File: src/rtl/rom_port_arbiter.sv
// rom_port_arbiter
//   Shares one synchronous-read ROM port (1-cycle read latency) between the
//   CPU fetch path and the graphics DMA engine. One read is issued per cycle.
//   The owner of each read is carried alongside it, so the returned data goes
//   back to the requester that issued it.
//   Optional feature macro: ROM_ARB_FAIR_EN enables a CPU starvation guard.
//   With it, the CPU gets the port after DMA_BURST_MAX consecutive DMA grants.
//   Without it, DMA always has strict priority.

module rom_port_arbiter #(
  parameter int ADDR_W        = 14,
  parameter int DATA_W        = 8,
  parameter int DMA_BURST_MAX = 4
) (
  input  logic              clk,
  input  logic              rst,
  input  logic              cpu_req_i,
  input  logic [ADDR_W-1:0] cpu_addr_i,
  output logic              cpu_gnt_o,
  output logic              cpu_valid_o,
  output logic [DATA_W-1:0] cpu_data_o,
  input  logic              dma_req_i,
  input  logic [ADDR_W-1:0] dma_addr_i,
  output logic              dma_gnt_o,
  output logic              dma_valid_o,
  output logic [DATA_W-1:0] dma_data_o,
  output logic [ADDR_W-1:0] mem_addr_o,
  output logic              mem_ce_o,
  input  logic [DATA_W-1:0] mem_data_i
);

  logic              cpuForce;
  logic              cpuGnt;
  logic              dmaGnt;

  logic              tagValid_q, tagValid_d;
  logic              tagDma_q,   tagDma_d;
  logic              cpuValid_q, cpuValid_d;
  logic              dmaValid_q, dmaValid_d;
  logic [DATA_W-1:0] cpuData_q,  cpuData_d;
  logic [DATA_W-1:0] dmaData_q,  dmaData_d;

`ifdef ROM_ARB_FAIR_EN
  localparam int BurstW = $clog2(DMA_BURST_MAX + 1);
  localparam logic [BurstW-1:0] BurstMax = BurstW'(DMA_BURST_MAX);

  logic [BurstW-1:0] burst_q, burst_d;

  // The CPU wins the port once DMA has used up its burst allowance while the CPU waited.
  assign cpuForce = cpu_req_i && (burst_q == BurstMax);

  // The burst count tracks consecutive DMA wins over a waiting CPU. It restarts whenever the CPU is served or stops asking.
  always_comb begin
    burst_d = burst_q;
    if (cpuGnt || !cpu_req_i) begin
      burst_d = '0;
    end else if (dmaGnt && (burst_q != BurstMax)) begin
      burst_d = burst_q + 1'b1;
    end
  end

  // Burst counter register.
  always_ff @(posedge clk or posedge rst) begin
    if (rst) begin
      burst_q <= '0;
    end else begin
      burst_q <= burst_d;
    end
  end
`else
  assign cpuForce = 1'b0;
`endif

  // Grant selection and address mux. DMA has priority unless the CPU is being forced through. Nothing is granted during reset.
  always_comb begin
    dmaGnt     = !rst && dma_req_i && !cpuForce;
    cpuGnt     = !rst && cpu_req_i && !dmaGnt;
    mem_addr_o = '0;
    if (dmaGnt) begin
      mem_addr_o = dma_addr_i;
    end else if (cpuGnt) begin
      mem_addr_o = cpu_addr_i;
    end
  end

  assign cpu_gnt_o = cpuGnt;
  assign dma_gnt_o = dmaGnt;
  assign mem_ce_o  = cpuGnt | dmaGnt;

  // Next state of the two pipeline stages.
  // The tag stage records who owns the read issued this cycle.
  // The return stage steers the ROM data of the previous read to its owner, and each data register keeps its last value between reads.
  always_comb begin
    tagValid_d = cpuGnt | dmaGnt;
    tagDma_d   = dmaGnt;
    cpuValid_d = tagValid_q && !tagDma_q;
    dmaValid_d = tagValid_q && tagDma_q;
    cpuData_d  = cpuData_q;
    dmaData_d  = dmaData_q;
    if (cpuValid_d) begin
      cpuData_d = mem_data_i;
    end
    if (dmaValid_d) begin
      dmaData_d = mem_data_i;
    end
  end

  // Pipeline registers. Reset discards any read that is still in flight.
  always_ff @(posedge clk or posedge rst) begin
    if (rst) begin
      tagValid_q <= 1'b0;
      tagDma_q   <= 1'b0;
      cpuValid_q <= 1'b0;
      dmaValid_q <= 1'b0;
      cpuData_q  <= '0;
      dmaData_q  <= '0;
    end else begin
      tagValid_q <= tagValid_d;
      tagDma_q   <= tagDma_d;
      cpuValid_q <= cpuValid_d;
      dmaValid_q <= dmaValid_d;
      cpuData_q  <= cpuData_d;
      dmaData_q  <= dmaData_d;
    end
  end

  assign cpu_valid_o = cpuValid_q;
  assign dma_valid_o = dmaValid_q;
  assign cpu_data_o  = cpuData_q;
  assign dma_data_o  = dmaData_q;

endmodule
File: config.mk
export PLATFORM = sky130hd
export DESIGN_NAME = rom_port_arbiter
export DESIGN_NICKNAME = d
export VERILOG_FILES = /design/src/rtl/rom_port_arbiter.sv
export SDC_FILE = /design/constraint.sdc
export NUM_CORES = 1
export LEC_CHECK = 0
export CAP_MARGIN = 20
export CORE_UTILIZATION = 38
export CTS_BUF_LIST = sky130_fd_sc_hd__clkbuf_4 sky130_fd_sc_hd__clkbuf_8
export CTS_CLUSTER_SIZE = 12
export DETAILED_ROUTE_END_ITERATION = 10
export PLACE_DENSITY = 0.87
export SLEW_MARGIN = 0
export SYNTH_ARGS = -nofsm -noshare
export SYNTH_HDL_FRONTEND = slang
export SYNTH_SLANG_ARGS = --single-unit
export TNS_END_PERCENT = 100
File: constraint.sdc
create_clock -name clk -period 2.8 [get_ports clk]
set_input_delay 0.28 -clock clk [delete_from_list [all_inputs] [get_ports clk]]
set_output_delay 0.28 -clock clk [all_outputs]
set_load 0.02 [all_outputs]
After elaboration in Yosys (flattened, before gate mapping)
Cells that the tools add are included.
W data, S select, Z words.
Word-level totals
  flip-flop bits (word level): 20
  output and inout bits: 35
  logic and storage cells: 17
Cells by class
  bitwise logic cells: 1
  multiplexer cells: 2
  reductions and logical operators: 8
Operator list (count)
  $mux W14: 2
  $logic_and A1 B1 Y1: 5
  $logic_not A1 Y1: 3
  $or A1 B1 Y1: 1

Longest topological paths before layout
  depth after elaboration: 6
  mapped depth: 4
  mapped depth without buffers: 2

Least setup slack after synthesis
OpenSTA, ideal clock, no wires.
  kind: input port to output port
  start: input port cpu_req_i
  end: output port cpu_gnt_o
  arrival: 1114 ps
  buffers on the path: 2
  required time: 2520 ps
  setup slack: 1406 ps
  stages: 3
  cell sequence: clkbuf_2 -> buf_4 -> nor3b_1
Between the ends
  cells in the longest elaborated chain, start to end: 2
RTL lines
  start: declaration: RTL line 17  | input logic cpu_req_i,
  $logic_and A1 B1 Y1 (2 in series): RTL line 77  | cpuGnt = !rst && cpu_req_i && !dmaGnt;
  end: declaration: RTL line 19  | output logic cpu_gnt_o,
No other way between the ends.

Worst setup path after layout
  start: input port cpu_req_i
  end: output port mem_addr_o[12]
Between the ends
  cells in the longest elaborated chain, start to end: 4
RTL lines
  $logic_and A1 B1 Y1 (2 in series): RTL line 77
  $mux W14: RTL line 81  | end else if (cpuGnt) begin
  $mux W14: RTL line 79  | if (dmaGnt) begin
  end: declaration: RTL line 27  | output logic [ADDR_W-1:0] mem_addr_o,
No other way between the ends.

==> metrics.md <==
| Metric | Value |
|---|---|
| Post-DR vias/cell | `between 4 and 5` |
| Synthesized flop and latch total | `20` |
| Crit path launch type | `primary input` |
| Fill cells | `187` |
| DRC Markers | `0` |
| Die X | `between 50 and 60 um` |
| P&R area growth vs syn | `73.5%` |
| Final min period | `around 2300 ps` |
| Footprint of the multi-input gates | `479 um2` |
| Switching Fraction | `between 20% and 30%` |
| CTS root buf | `clkbuf_4` |
| Setup TNS | `0 ps` |
| Worst-Margin Slew | `between 700 and 800 ps` |
| GRT Overall Usage | `18.2%` |
| CP cell instances | `clkdlybuf4s50_1, nand3b_1, a21oi_1, clkdlybuf4s50_1` |
| Top-area cell type share of the netlist area | `around half` |
| Maxcap violations | `0` |
| Synthesis Warnings | `0` |
| Int Pwr | `between 500 and 600 uW` |
| Synth Cell Area | `around 1000 um2` |
| Max-slew violation count | `0` |
| IO Pins | `75` |
| DRT iter0 DRCs | `11` |
| Hold-fix buffers, CTS | `0` |
| Vias in the first global route | `908` |
| Register area | `about 500 um2` |
| Synth cell types | `17` |
| GRT Residual Overflow | `0` |
| Sequential power share | `between 40% and 50%` |
| Worst path max stage delay | `slightly below 800 ps` |
| Avg Inst Size Synth | `10.9 um2` |
| Worst R2R Path Depth | `2` |
| TritonCTS buffer count | `3` |
| HPWL after DPL | `between 1500 and 2000 um` |
| Antenna violations before repair | `0` |
| Fmax | `~430 MHz` |
| Wire length per cell | `~13 um` |
| Clk_lat worst skew | `~290 ps` |
| Antenna Violating Nets Remaining | `0` |
| Crit path DAT | `between 2000 and 2500 ps` |
| Ant. Diodes | `0` |
| Placer Congestion | `0.679` |
| P per Cell Area | `468 nW/um2` |
| Comb power frac | `42.0%` |
| Commonest non-fill, non-tap cell in the layout | `clkdlybuf4s50_1` |
| Tcrit/Tclk final | `just over 80%` |
| Hold path cells | `1` |
| Sw Pwr | `252 uW` |
| Worst r2r src | `tagValid_q` |
| Fin nets | `around 210` |
| Initial core utilization | `around two fifths` |
| Peak supply drop | `between 0.3 and 0.4 mV` |
| Layout cell share with drive strength beyond 1 | `13.3%` |
| Clock buffer depth | `2` |
| Unrepaired setup endpoints after global routing | `no` |
| CP max FO | `16` |
| Die H | `about 54 um` |
| Syn nets | `135` |
| Syn Inst Count | `95` |
| # H-tree levels | `1` |
| Min Hold Slack | `slightly above 500 ps` |
| Worst R2R End | `dma_data_o[7]` |
| Vias | `roughly 960` |
| CTS tree | `built` |
| Rows | `18` |
| Status | `finished, final reports clean` |
| Commonest cells after routing, fill and taps aside | `clkdlybuf4s50_1, dfrtp_1, nand2_1, nand3b_1, a21oi_1` |
| Setup slack, reg-to-reg | `around 1700 ps` |
| Worst EP required | `around 2500 ps` |
| Clk slew on worst S/H paths | `around 100 ps` |
| Slew HR | `51.5%` |
| Clock power share | `approximately 15%` |
| Critical path type | `in2out` |
| Critical hold path startpoint | `dma_data_o[5]` |
| Final Hold Vio Count | `0` |
| Total routed wirelength | `around 2600 um` |
| Tot Pwr | `~840 uW` |
| Clock skew | `~3.2 ps` |
| Die Area | `slightly below 3000 um2` |
| Post-CTS resize count | `0` |
| Setup crit end kind | `output pin` |
| Largest net degree at the start of global routing | `32` |
| CP max stage cell | `clkdlybuf4s50_1` |
| First-pass GRT wire length | `a little under 4000 um` |
| Setup Buffers After CTS | `0` |
| Hold EP | `dma_data_o[5]` |
| Post-synth top area cell | `dfrtp_1` |
| Area contributors post-synth | `dfrtp_1, mux2_4, nand3b_1` |
| Final setup viols | `0` |
| DR pass1 iterations | `4` |
| Sequential cell area fraction in the yosys report | `roughly half` |
| Hold Crit Class | `reg2reg` |
| Core box area | `roughly 2500 um2` |
| Port bufs | `74` |
| Clk sinks | `20` |
| Leak pwr | `between 0.0007 and 0.0008 uW` |
| Top cell by count, worst path | `clkdlybuf4s50_1` |
power by group through the flow:
stage | clock (uW) | sequential (uW) | combinational (uW)
after global placement | 0 | 364 | 351
after detailed placement | 0 | 366 | 355
final | 128 | 361 | 354
after global routing | 147 | 367 | 376
after floorplan | 0 | 422 | 114
after CTS | 133 | 361 | 357
Yosys cell counts, drive strengths merged:
master,instances
dfrtp,20
mux2,16
nand2,15
a21oi,14
nand3b,14
buf,5
clkbuf,3
inv,3
nor2,2
nand2b,1
nor2b,1
nor3b,1
sequential cells by signal, summed over array words and instances (netlist names):
signal       count
dma_data_o       8
dma_valid_o      1
tagDma_q         1
tagValid_q       1
cpu_valid_o      1
cpu_data_o       8
worst max path at each step:
| stage | from | endpoint | slack (ps) | cells past startpoint |
|---|---|---|---|---|
| after detailed placement | cpu_req_i | mem_addr_o[12] | 480 | 4 |
| after global placement | cpu_req_i | mem_addr_o[12] | 500 | 4 |
| final | cpu_req_i | mem_addr_o[12] | 480 | 4 |
| after global routing | cpu_req_i | mem_addr_o[12] | 370 | 4 |
| after floorplan | cpu_req_i | cpu_gnt_o | 1410 | 3 |
| after CTS | cpu_req_i | mem_addr_o[12] | 480 | 4 |
worst max-delay path: cells and delay by family:
kind / cells / cell delay [ps]
and+or+nand+nor: 1 / 130
AOI/OAI and AO/OA: 1 / 190
buffers and inverters: 2 / 1440
layout make-up:
cell class,count,share of cell area (%)
Timing Repair Buffer,75,41.6
Sequential cell,20,27.8
Multi-Input combinational cell,64,26.6
Tap cell,30,2.09
Clock buffer,3,1.25
Inverter,3,0.626
layer usage:
metal  track usage (%)  vias to the layer above  routed length, um
met3              6.11                        4                330
met1              22.7                      432               1080
li1                  -                      465                  -
met4              7.69                        0                 27
met2              28.5                       61               1170
met5                 0                        -                  0
cell families after synthesis:
family / count (synthesis) / synth area share [%]
buffers and inverters: 11 / 5.55
AO/OA/AOI/OAI: 14 / 6.76
flip-flops: 20 / 48.3
AND/OR/NAND/NOR: 34 / 19.2
multiplexers: 16 / 20.3
stage by stage:
| step | utilization, % | setup WS, ps | instance area (um2) | std cells |
|---|---|---|---|---|
| 2_1_floorplan | - | 1410 | 1040 | 95 |
| 3_3_place_gp | 70.4 | 500 | 1780 | 192 |
| 3_5_place_dp | 70.4 | 485 | 1780 | 192 |
| 4_1_cts | 71.3 | 485 | 1800 | 195 |
| 5_1_grt | 71.3 | 368 | 1800 | 195 |
| 6_report | 71.3 | 478 | 1800 | 195 |
No activity file was read; power rests on OpenSTA's default activity.
